[config.mk]
export PLATFORM = sky130hd
export DESIGN_NAME = inst_msg_reader
export DESIGN_NICKNAME = d
export VERILOG_FILES = /design/src/rtl/inst_msg_reader.sv
export SDC_FILE = /design/constraint.sdc
export NUM_CORES = 1
export LEC_CHECK = 0
export BUFFER_PORTS_ARGS = -buffer_cell sky130_fd_sc_hd__buf_2
export CAP_MARGIN = 20
export CORE_MARGIN = 2
export CORE_UTILIZATION = 50
export CTS_CLUSTER_SIZE = 10
export DETAILED_ROUTE_END_ITERATION = 16
export GPL_TIMING_DRIVEN = 0
export PLACE_DENSITY = 0.8
export SETUP_SLACK_MARGIN = 0.1
export SLEW_MARGIN = 5
export SYNTH_ARGS = -nofsm -noshare
export SYNTH_HDL_FRONTEND = slang
export SYNTH_SLANG_ARGS = --single-unit
[constraint.sdc]
create_clock -name sec_clock -period 3.5 [get_ports sec_clock]
set_input_delay 0.175 -clock sec_clock [delete_from_list [all_inputs] [get_ports sec_clock]]
set_output_delay 0.175 -clock sec_clock [all_outputs]
set_load 0.02 [all_outputs]
[src/rtl/inst_msg_reader.sv]
// Receive side of the scrolling 40-bit instruction window: detects one-character
// shifts, assembles characters into messages and frames them by zero runs or a stall.
module inst_msg_reader #(
  parameter int MAX_CHARS = 16,
  parameter int END_ZEROS = 2,
  parameter int TIMEOUT   = 4
) (
  input  logic                               sec_clock,
  input  logic                               rst,
  input  logic [39:0]                        instruction,
  output logic                               char_valid,
  output logic [4:0]                         char_code,
  output logic                               msg_valid,
  output logic [$clog2(MAX_CHARS+1)-1:0]     msg_len,
  output logic [5*MAX_CHARS-1:0]             msg_data,
  output logic                               msg_overflow
);

  localparam int LEN_W = $clog2(MAX_CHARS+1);
  localparam int ZR_W  = $clog2(END_ZEROS+1);
  localparam int ST_W  = $clog2(TIMEOUT+1);

  typedef enum logic [1:0] {IDLE, RECV, DONE} state_t;

  state_t            state;
  logic [39:0]       prev;
  logic [LEN_W-1:0]  len;
  logic [LEN_W-1:0]  last_nz;
  logic [ZR_W-1:0]   zero_run;
  logic [ST_W-1:0]   stall;
  logic              shift;
  logic [4:0]        new_char;

  function automatic int sat_inc(input int v, input int lim);
    return (v >= lim) ? lim : v + 1;
  endfunction

  // A shift moves the whole window up by one character; an unchanged window is not a shift.
  assign shift    = (instruction[39:5] == prev[34:0]) && (instruction != prev);
  assign new_char = instruction[4:0];

  always_ff @(posedge sec_clock) begin
    if (rst) begin
      prev         <= '0;
      state        <= IDLE;
      len          <= '0;
      last_nz      <= '0;
      zero_run     <= '0;
      stall        <= '0;
      char_valid   <= 1'b0;
      char_code    <= '0;
      msg_valid    <= 1'b0;
      msg_len      <= '0;
      msg_data     <= '0;
      msg_overflow <= 1'b0;
    end else begin
      prev       <= instruction;
      char_valid <= shift;
      char_code  <= new_char;
      msg_valid  <= 1'b0;
      case (state)
        IDLE: begin
          if (shift && new_char != 5'd0) begin
            msg_data     <= {{(5*MAX_CHARS-5){1'b0}}, new_char};
            len          <= LEN_W'(1);
            last_nz      <= LEN_W'(1);
            zero_run     <= '0;
            stall        <= '0;
            msg_overflow <= 1'b0;
            state        <= RECV;
          end
        end
        RECV: begin
          if (shift && new_char != 5'd0) begin
            if (int'(len) < MAX_CHARS) begin
              msg_data[5*int'(len) +: 5] <= new_char;
              len                        <= len + 1'b1;
              last_nz                    <= len + 1'b1;
            end else begin
              msg_overflow <= 1'b1;
            end
            zero_run <= '0;
            stall    <= '0;
          end else if (shift) begin
            zero_run <= ZR_W'(sat_inc(int'(zero_run), END_ZEROS));
            stall    <= '0;
            if (int'(len) < MAX_CHARS) begin
              msg_data[5*int'(len) +: 5] <= 5'd0;
              len                        <= len + 1'b1;
            end
            if (sat_inc(int'(zero_run), END_ZEROS) >= END_ZEROS) begin
              msg_valid <= 1'b1;
              msg_len   <= last_nz;
              state     <= DONE;
            end
          end else begin
            stall <= ST_W'(sat_inc(int'(stall), TIMEOUT));
            if (sat_inc(int'(stall), TIMEOUT) >= TIMEOUT) begin
              msg_valid <= 1'b1;
              msg_len   <= last_nz;
              state     <= DONE;
            end
          end
        end
        DONE:    state <= IDLE;
        default: state <= IDLE;
      endcase
    end
  end

endmodule

; ---- Yosys cells after proc, flatten, opt, wreduce, memory -nomap -nowiden
; Cells that the tools add are included.
[word_totals]
reg_bits = 150
[classes]
n_addsub = 4
multipliers = 1
magnitude_cmp = 5
eq_ne = 12
n_shift = 3
n_mux = 42
bitwise = 2
n_reduce_logical = 14
[ops]
columns = operator, n
row1 = two-way mux 80 bit, 5
row2 = bitwise mux 80 bit, 2
row3 = one-hot mux 80 bit (2 select lines), 1
row4 = variable shift 5 x 33 -> 80 bit (first input constant), 1
row5 = variable part select 5 x 33 -> 80 bit, 1
row6 = variable part select 5 x 33 -> 80 bit (first input constant), 1
row7 = two-way mux 5 bit, 9
row8 = != test 40 bit, 1
row9 = equality test 35 bit, 1
row10 = negation 8 -> 33 bit, 1
row11 = one-hot mux 5 bit (2 select lines), 2
row12 = AND reduction 4 bit, 5
row13 = two-way mux 2 bit, 8
row14 = two-way mux 3 bit, 4
row15 = != test 2 bit (second input constant), 5
row16 = != test 3 bit (second input constant), 3
row17 = multiplier 3 x 5 -> 8 bit (first input constant), 1
row18 = one-hot mux 2 bit (2 select lines), 2
row19 = two-way mux 1 bit, 6
row20 = one-hot mux 3 bit (2 select lines), 1
row21 = adder 5 x 1 -> 5 bit (second input constant), 1
row22 = less-than comparator 5 bit (second input constant), 1
row23 = nonzero test 5 bit, 1
row24 = adder 3 x 1 -> 4 bit (second input constant), 1
row25 = other kinds (16), 19

; ---- Logic depth before layout (Yosys ltp)
; Gate-level depths: netlist (run 1).
[logic_depth]
ltp_word = 8
ltp_mapped = 11
depth_no_buf = 9

; ---- Least setup slack after synthesis (run 1)
; OpenSTA, ideal clock, no wires.
[synth_path]
path_type = register to register
start = register len[0]
end = register msg_data[44]
setup_time_ns = 0.121
arrival_time_ns = 2.285
required_time_ns = 3.379
path_slack_ns = 1.094
path_stages_with_launch = 11
n_path_buf = 1
synth_period_minus_slack_ns = 2.406
path_cell_list = dfxtp_1 buf_2 inv_1 ha_1 o21bai_1 a21oi_1 o31ai_4 or3_1 nand2_1 a21oi_1 a2bb2o_1
[synth_between]
elab_chain_len = 8
word_cells_on_any_way = 15
[synth_rtl]
columns = element, line_no
row1 = "start, declared", 27  ; logic [LEN_W-1:0] len;
row2 = "start signal, assigned", 77  ; len <= len + 1'b1;
row3 = "start signal, assigned", 89  ; len <= len + 1'b1;
row4 = multiplier 3 x 5 -> 8 bit, "76, 88"
row5 = negation 8 -> 33 bit, "76, 88"
row6 = variable part select 5 x 33 -> 80 bit or variable shift 5 x 33 -> 80 bit (tied branches), "88, 76"
row7 = bitwise mux 80 bit, 88  ; msg_data[5*int'(len) +: 5] <= 5'd0;
row8 = two-way mux 80 bit, 87  ; if (int'(len) < MAX_CHARS) begin
row9 = two-way mux 80 bit, 84  ; end else if (shift) begin
row10 = two-way mux 80 bit, 74  ; if (shift && new_char != 5'd0) begin
row11 = one-hot mux 80 bit (2 select lines), 61  ; case (state)
row12 = "end signal, assigned", 64  ; msg_data <= {{(5*MAX_CHARS-5){1'b0}}, new_char};
row13 = "end signal, assigned by index", 76  ; msg_data[5*int'(len) +: 5] <= new_char;
row14 = "end, declared", 15  ; output logic [5*MAX_CHARS-1:0] msg_data,
; Parallel ways exist; a longest one is shown, timed or not. The select of a mux whose other input is x is not followed.
; A chain may end at the register's enable or synchronous reset.

; ---- Final worst setup path (run 1)
[layout_path]
start = register len[0]
end = register msg_data[53]
; Same word-level chain as after synthesis.

==> summary.md, run 1 <==
The run finished with clean final reports. For the initial antenna violation count, the log shows 0. Synthesis handed over a netlist of 664 instances.

The run gives 0 as the antenna diode count. Floorplan die height: 118 um. The H-tree depth reported by CTS is 4.

The cell at the root of the clock tree is sky130_fd_sc_hd__clkbuf_16. The tools report the post-place instance area as 7320 um^2. Before CTS, the worst setup slack after placement is 0.579 ns.

In this run the post-CTS setup repair buffer count came out at 0. The width of the die is 118 um. Setup repair after global routing left no endpoint under its margin.

The routed length per instance was 18.1 um. Max-cap violations in this run came to 0. Clock skew on the completed layout was measured at 0.0110 ns.

Summed over all instances, the cell type with the most area after synthesis is sky130_fd_sc_hd__dfxtp_1. Once the floorplan was initialized, standard cells occupied 51.2% of the core. The cell leakage power is 3.10 nW. The post-CTS clock slew at the launch and capture registers of the worst setup and hold paths was 0.06 ns. In this run the worst path has a maximum fanout of 9.

The number of nets in the synthesized netlist is 712. The run gives 0 as the number of hold-slack violations in the final timing report. Counting stages on the worst path, the most repeated cell is sky130_fd_sc_hd__o32ai_1.

Entering global routing, the biggest net connects 17 pins. Post-route minimum period: 3.09 ns. For the total count of max-transition violations in the final report, the log shows 0. In the routed design, unresolved DRC markers number 0.

Traced cell by cell, the critical path runs through buf_2 > inv_1 > ha_1 > nand2_1 > o32ai_1 > and2_1 > buf_4 > a21oi_1 > o21ai_0 > o32ai_1. In this run the tightest slew margin relative to its limit is 38.7%. The synthesized area per cell is 9.73 um^2, and the fraction of layout cells with a size suffix above 1 is 24.7%. Setup violations remaining at the end of the flow were counted as 0. IR analysis of the VDD net gives a maximum drop of 0.000341 V. STA classifies the critical path endpoint as a register.

The largest individual stage delay along the critical path comes from the cell sky130_fd_sc_hd__o32ai_1. The area of the mapped netlist was 6460 um^2; the final period utilization was 88.2%. TritonCTS built the clock tree. In this run, synthesis inferred 0 flip-flops with an integrated enable.

Using the TritonRoute via totals, the vias-per-cell ratio works out to 5.71. The maximum clock frequency was 0.324 GHz. The worst path required time is 3.78 ns, and the total wirelength of the detailed-routed design is 18000 um.

The global-route congestion overflow total was 0; the I/O pin count was 135. The final cell area excluding filler cells was 7860 um^2; the post-synthesis register bit count was 145. The via count of the first global-routing pass was 5425. The run gives 0 ns as the final sum of negative setup slack.

The power density over the cells was 458 nW/um^2. Across all layers, the routed design uses 5677 vias. Detailed placement ended at an HPWL of 13200 um. The critical path is of the register to register type. Final weighted congestion of routability-driven global placement: 0.967.

The type of the worst min-delay path is input port to register. The async set or reset register ratio after synthesis works out to 0%. The logs give 13800 um^2 for the die area and 45.0% for the part of the Yosys area used for sequential elements.

No sink is reached through more buffers than the 2 on the longest clock path. Hold is met by 0.0162 ns. The synthesized design devotes to its leading area cell type 45.0% of total area. The synthesis-to-finish area growth was 21.7%. The design draws 3.60 mW. The logs give 0 for the total of hold buffers inserted after clock tree synthesis and 41 for the floorplan row count. Across all setup checks in the final design, the least slack found is 0.412 ns. The final layout contains 860 nets. The worst setup path is launched from a register. The count of buffers from port buffering is 129. The first global-routing pass estimated 29000 um of wire. Slew at the pin closest to its max-slew limit: 0.907 ns. The global-route total usage across every layer was 26.6%; the number of nets with antenna violations after detailed routing was 0.

Gates resized during post-CTS repair numbered 0. Counting the buffers created by CTS gives 17. Ranked by total cell area, the synthesized netlist is headed by sky130_fd_sc_hd__dfxtp_1 45%, sky130_fd_sc_hd__xnor2_1 9.0%, sky130_fd_sc_hd__a22o_1 4.3%. The critical path data arrival time was 3.36 ns; the clock sink count was 145. The most used flip-flop cell after synthesis is sky130_fd_sc_hd__dfxtp_1. For this block, the initial DRC count from the detailed router was 659. The tools report the detailed-routing iteration count for the pre-antenna-repair pass as 7.

The Yosys step of the flow raised 0 warnings. The delay of the slowest cell on the worst path is 0.62 ns, and the clock insertion delay at the later pin of the skew report is 0.43 ns. The logs give 12600 um^2 for the core area and 59 for the number of different library cells in the post-synthesis netlist.
==> final cells by class <==
type | instances | area [um^2]
Buffer | 41 | 215
Clock inverter | 6 | 57.6
Sequential cell | 145 | 2900
Timing Repair Buffer | 129 | 646
Multi-Input combinational cell | 440 | 3200
Inverter | 38 | 143
Fill cell | 1082 | 4760
Clock buffer | 24 | 482
Tap cell | 172 | 215
==> critical path: cells and delay by family, from the launching register on <==
family | cells | cell delay (ns)
AOI/OAI and AO/OA | 4 | 1.36
adders and majority gates | 1 | 0.32
buffers and inverters | 3 | 0.55
DFF | 1 | 0.35
and+or+nand+nor | 2 | 0.35
==> metal layers <==
| layer | global-route usage [%] | wire (um) |
|---|---|---|
| met5 | 0 | 0 |
| met4 | 9.49 | 429 |
| met3 | 7.99 | 1750 |
| met2 | 40.7 | 8060 |
| met1 | 35.5 | 7760 |
==> synth_stat cells, types with 12 or more instances <==
library cell and number:
sky130_fd_sc_hd__buf_4 12, sky130_fd_sc_hd__nor2b_1 43, sky130_fd_sc_hd__nor2_1 22, sky130_fd_sc_hd__xor2_1 13, sky130_fd_sc_hd__inv_1 37, sky130_fd_sc_hd__clkbuf_1 20
sky130_fd_sc_hd__dfxtp_1 145, sky130_fd_sc_hd__nand2_1 39, sky130_fd_sc_hd__nor3_1 15, sky130_fd_sc_hd__nand3_1 14, sky130_fd_sc_hd__a22o_1 32, sky130_fd_sc_hd__xnor2_1 66
sky130_fd_sc_hd__mux2i_1 14, sky130_fd_sc_hd__nand4_1 26, sky130_fd_sc_hd__a21oi_1 18, sky130_fd_sc_hd__o32ai_1 23
==> sequential cells by signal, indices dropped and copies added, names as in the netlist, 2 cells and up <==
signal,flops
zero_run,2
stall,3
prev,36
msg_len,5
len,5
state,2
msg_data,80
last_nz,5
char_code,4
==> layout by cell type (no fill, tap or decap), drive strengths merged, types with 11 or more instances in the layout <==
master  instances
buf           150
dfxtp         145
xnor2          66
clkbuf         44
nor2b          43
nand2          40
inv            37
a22o           32
nand4          27
nor2           24
a21oi          24
o32ai          23
nor3           17
nand3          15
mux2i          14
xor2           13
nor4           11
==> where the power goes <==
| part | internal (mW) | total (mW) | leakage, nW | switching (mW) |
|---|---|---|---|---|
| sequential | 1.68 | 1.70 | 1.18 | 0.0221 |
| clock | 1.02 | 1.67 | 0.266 | 0.654 |
| combinational | 0.0989 | 0.230 | 1.66 | 0.131 |
| total | 2.79 | 3.60 | 3.10 | 0.807 |
==> worst paths after layout <==
path,start,endpoint,slack (ns),depth (start not counted)
setup reg to reg,len[0]$_SDFFE_PP0P_,msg_data[53]$_SDFFE_PP0P_,0.41,10
hold reg to reg,msg_len[0]$_SDFFE_PP0P_,msg_len[0]$_SDFFE_PP0P_,0.46,2
hold / removal,instruction[33],prev[33]$_SDFF_PP0_,0.02,2
setup / recovery,len[0]$_SDFFE_PP0P_,msg_data[53]$_SDFFE_PP0P_,0.41,10
==> per-stage QoR <==
stage          util [%]  instances
2_1_floorplan         -        664
3_3_place_gp       58.0        965
3_5_place_dp       58.0        965
4_1_cts            62.3        995
5_1_grt            62.3        995
6_report           62.3        995
==> cell families after synthesis <==
family / after synthesis / synth area share (%)
mux: 20 / 3.33
compound gates: 130 / 15.9
flops: 145 / 45.0
buf+inv: 79 / 5.54
simple gates: 205 / 18.3
xor+xnor: 79 / 10.7
fa+ha+maj: 6 / 1.16
Power figures use the tool's default switching activity.
==> run 2: changes to the inputs <==
Settings changed: CORE_UTILIZATION 50 to 41, PLACE_DENSITY 0.8 to default.
==> summary.md, run 2 (synthesis results as in run 1) <==
The die area is 16800 um^2 (+21%). The dominant cell type by count on the critical path was sky130_fd_sc_hd__o32ai_1. In the final layout, the registers with the most flip-flops are msg_data (80), prev (36).

For the detailed-routing wirelength on met1, the log shows 8840 um (+14%). The floorplan row count is 45 (+9.8%), and the final setup violation count is 0 (unchanged). For the global-route congestion overflow total, the log shows 0 (unchanged). The share of total power consumed by net switching was 23.4% (+1.0 points).

The worst setup path is launched from a register. Worst path required time: 3.77 ns (about the same). In this run the critical register-to-register path is launched from len[0]$_SDFFE_PP0P_. The logs give 45.1% (-2.1 points) for the share of total power in sequential cells and 35.5% (-3.2 points) for the worst slew margin relative to its limit. The logs give 4 (unchanged) for the H-tree depth reported by CTS and 3200 um^2 (unchanged) for the area occupied by multi-input gates. The floorplan die height is 130 um (+10%).

The post-layout instance count excluding filler cells is 1036 (+4.1%). The count of cells along the worst hold path works out to 2 (unchanged). The flow ran to the end, and the final reports show no timing, DRC or antenna violations. The detailed-routing iteration count for the pre-antenna-repair pass was 5 (-2); the number of cells after detailed placement was 1004 (+4.0%). For the total count of max-transition violations in the final report, the log shows 0 (unchanged).

The worst hold path belongs to the class input port to register. The via count of the first global-routing pass came out at 5651 (+4.2%). Walking the worst path, the cells encountered are buf_2 > inv_1 > ha_1 > nand2_1 > o32ai_1 > and2_1 > buf_4 > a21oi_1 > o21ai_0 > o32ai_1. The fill cell total of the finished layout was 1417 (+31%). Final period utilization: 86.8% (-1.5 points).

Setup repair after global routing left no endpoint under its margin. The tools report the maximum clock frequency as 0.329 GHz (+1.7%). For the maximum number of pins on one net before global-route repair, the log shows 17 (unchanged).

The register with the most flip-flops in the final layout is msg_data. The delay of the slowest cell on the worst path is 0.52 ns (-0.10 ns). The number of setup buffers added after CTS came out at 0 (unchanged). The library cell used most frequently in the layout, excluding fill and tap cells, is sky130_fd_sc_hd__dfxtp_1.

The number of buffers created by CTS was 17 (unchanged). For the clock insertion delay at the later pin of the skew report, the log shows 0.42 ns (about the same). The antenna diode count was 0 (unchanged); the post-route minimum period was 3.04 ns (-0.0511 ns). The post-detailed-route via-to-cell ratio is 5.48 (-3.9%), and the HPWL after detailed placement is 14900 um (+13%). The slew at the pin closest to its max-slew limit is 0.959 ns (+0.0521 ns), and the core area is 15300 um^2 (+21%). The clock sink count is 145 (unchanged).

The top cell types in the final layout, fill and taps aside, are 145 x sky130_fd_sc_hd__dfxtp_1, 136 x sky130_fd_sc_hd__buf_2, 66 x sky130_fd_sc_hd__xnor2_1, 43 x sky130_fd_sc_hd__nor2b_1, 39 x sky130_fd_sc_hd__nand2_1. For the total wirelength of the detailed-routed design, the log shows 19900 um (+11%). The final sum of negative setup slack came out at 0 ns (unchanged). The tools report the number of nets at the end of the flow as 860 (unchanged). The cell leakage power was 3.11 nW (+0.39%).

Count of buffers from port buffering: 129 (unchanged). The first-iteration detailed-routing DRC count is 425 (-36%). The total of hold buffers inserted after clock tree synthesis was 0 (unchanged); the I/O pin count was 135 (unchanged).

Critical path endpoint category: a register. The final weighted congestion of routability-driven global placement is 0.960 (-0.81%), and the utilization of the core after routing is 52.0% (-10 points). The number of nets with antenna violations after detailed routing was 0 (unchanged); the post-CTS clock slew at the launch and capture registers of the worst setup and hold paths was 0.06 ns (about the same). The fraction of layout cells with a size suffix above 1 was 25.2% (+0.55 points); the wire length on met3 was 1400 um (-20%). The synthesis-to-finish area growth works out to 23.4%. First-pass GRT wire length: 30800 um (+6.4%). The total DRC errors in the routed layout was 0 (unchanged).

The critical path data arrival time was 3.30 ns (-0.06 ns); the routed length per instance was 19.2 um (+6.2%). The flip-flop and latch area was 2900 um^2 (unchanged); the largest driver fanout on the critical path was 9 (unchanged). The launch instance of the worst min-delay path is instruction[33]. The global-route total usage across every layer came out at 24.1% (-2.5 points). The part of the power in combinational logic was 6.2% (-0.2 points). Power density over the cells: 473 nW/um^2 (+3.1%). The initial core utilization is 42.2% (-9.0 points). For hold timing, the worst endpoint is prev[33]$_SDFF_PP0_. Uppermost signal routing layer after detailed routing: met4.

The tools report the cell at the root of the clock tree as sky130_fd_sc_hd__clkbuf_16. The initial antenna violation count came out at 0 (unchanged). The worst reg-to-reg setup slack is 0.46 ns (+0.05 ns), and the width of the die is 130 um (+10%). The maximum root-to-sink buffer count is 2 (unchanged). The tools report the worst ir drop on vdd as 0.000346 V (+1.5%).

The total internal power came out at 2.88 mW (+3.2%). The run gives 0.881 mW (+9.2%) as the switching power of the nets. The flip-flop count of the largest register after layout is 80 (unchanged), and the cell count of the worst reg-to-reg path is 10 (unchanged).

The run gives 0 (unchanged) as the post-cts sizing count. The tools report the number of hold-slack violations in the final timing report as 0 (unchanged). TritonCTS built the clock tree.

The slowest cell on the critical path was sky130_fd_sc_hd__o32ai_1. The endpoint identified for the worst register-to-register timing path is msg_data[54]$_SDFFE_PP0P_. The part of the power in the clock network is 48.7% (+2.2 points), and the sum of met2 wire segment lengths after detailed routing is 9300 um (+15%). The logs give 5679 (+0.035%) for the via count and 0 (unchanged) for the number of maximum-capacitance constraint violations. The type of the worst setup path is register to register. The worst clock skew came out at 0.00994 ns (-0.00108 ns).
run 2: layer usage:
metal	vias up	track usage (%)
met4	0	8.98
met1	2771	30.9
met3	33	5.90
li1	2652	-
met2	223	39.4
met5	-	0
run 2: cell type report:
class	count	share of cell area [%]
multi-input cells	440	40.1
flip-flops and latches	145	36.4
repair buffers	129	8.10
clock buffers	21	5.91
well taps	211	3.31
plain buffers	41	2.70
inverters	38	1.79
clock inverters	11	1.62
run 2: power by group through the flow:
stage	combinational (mW)	sequential [mW]	clock, mW
floorplan	0.144	1.73	0
global placement	0.226	1.73	0
detailed placement	0.229	1.73	0
CTS	0.232	1.70	1.86
global route	0.252	1.70	1.93
finish	0.232	1.70	1.83
run 2: metrics by stage:
| step | hold slack, ns | area, um^2 | power (mW) | setup WS [ns] |
|---|---|---|---|---|
| 2_1_floorplan | 0.303 | 6460 | 1.87 | 1.09 |
| 3_3_place_gp | 0.439 | 7370 | 1.96 | 0.614 |
| 3_5_place_dp | 0.447 | 7370 | 1.96 | 0.581 |
| 4_1_cts | 0.00217 | 7970 | 3.79 | 0.561 |
| 5_1_grt | 0.0185 | 7970 | 3.88 | 0.246 |
| 6_report | 0.0168 | 7970 | 3.76 | 0.463 |
run 2: worst max-delay path by stage:
stage,from,slack [ns],cells after the start,end
2_1_floorplan,len[0]$_SDFFE_PP0P_,1.09,10,msg_data[44]$_SDFFE_PP0P_
3_3_place_gp,len[0]$_SDFFE_PP0P_,0.61,10,msg_data[52]$_SDFFE_PP0P_
3_5_place_dp,len[0]$_SDFFE_PP0P_,0.58,10,msg_data[54]$_SDFFE_PP0P_
4_1_cts,len[0]$_SDFFE_PP0P_,0.56,10,msg_data[54]$_SDFFE_PP0P_
5_1_grt,len[0]$_SDFFE_PP0P_,0.25,9,msg_data[54]$_SDFFE_PP0P_
6_report,len[0]$_SDFFE_PP0P_,0.46,10,msg_data[54]$_SDFFE_PP0P_
run 2: worst max-delay path, delay by kind of cell, from the launching register on:
family	cells	cell delay [ns]
adder cells (fa/ha/maj)	1	0.33
AO/OA/AOI/OAI	4	1.29
buffers and inverters	3	0.59
flip-flops	1	0.35
AND/OR/NAND/NOR	2	0.31
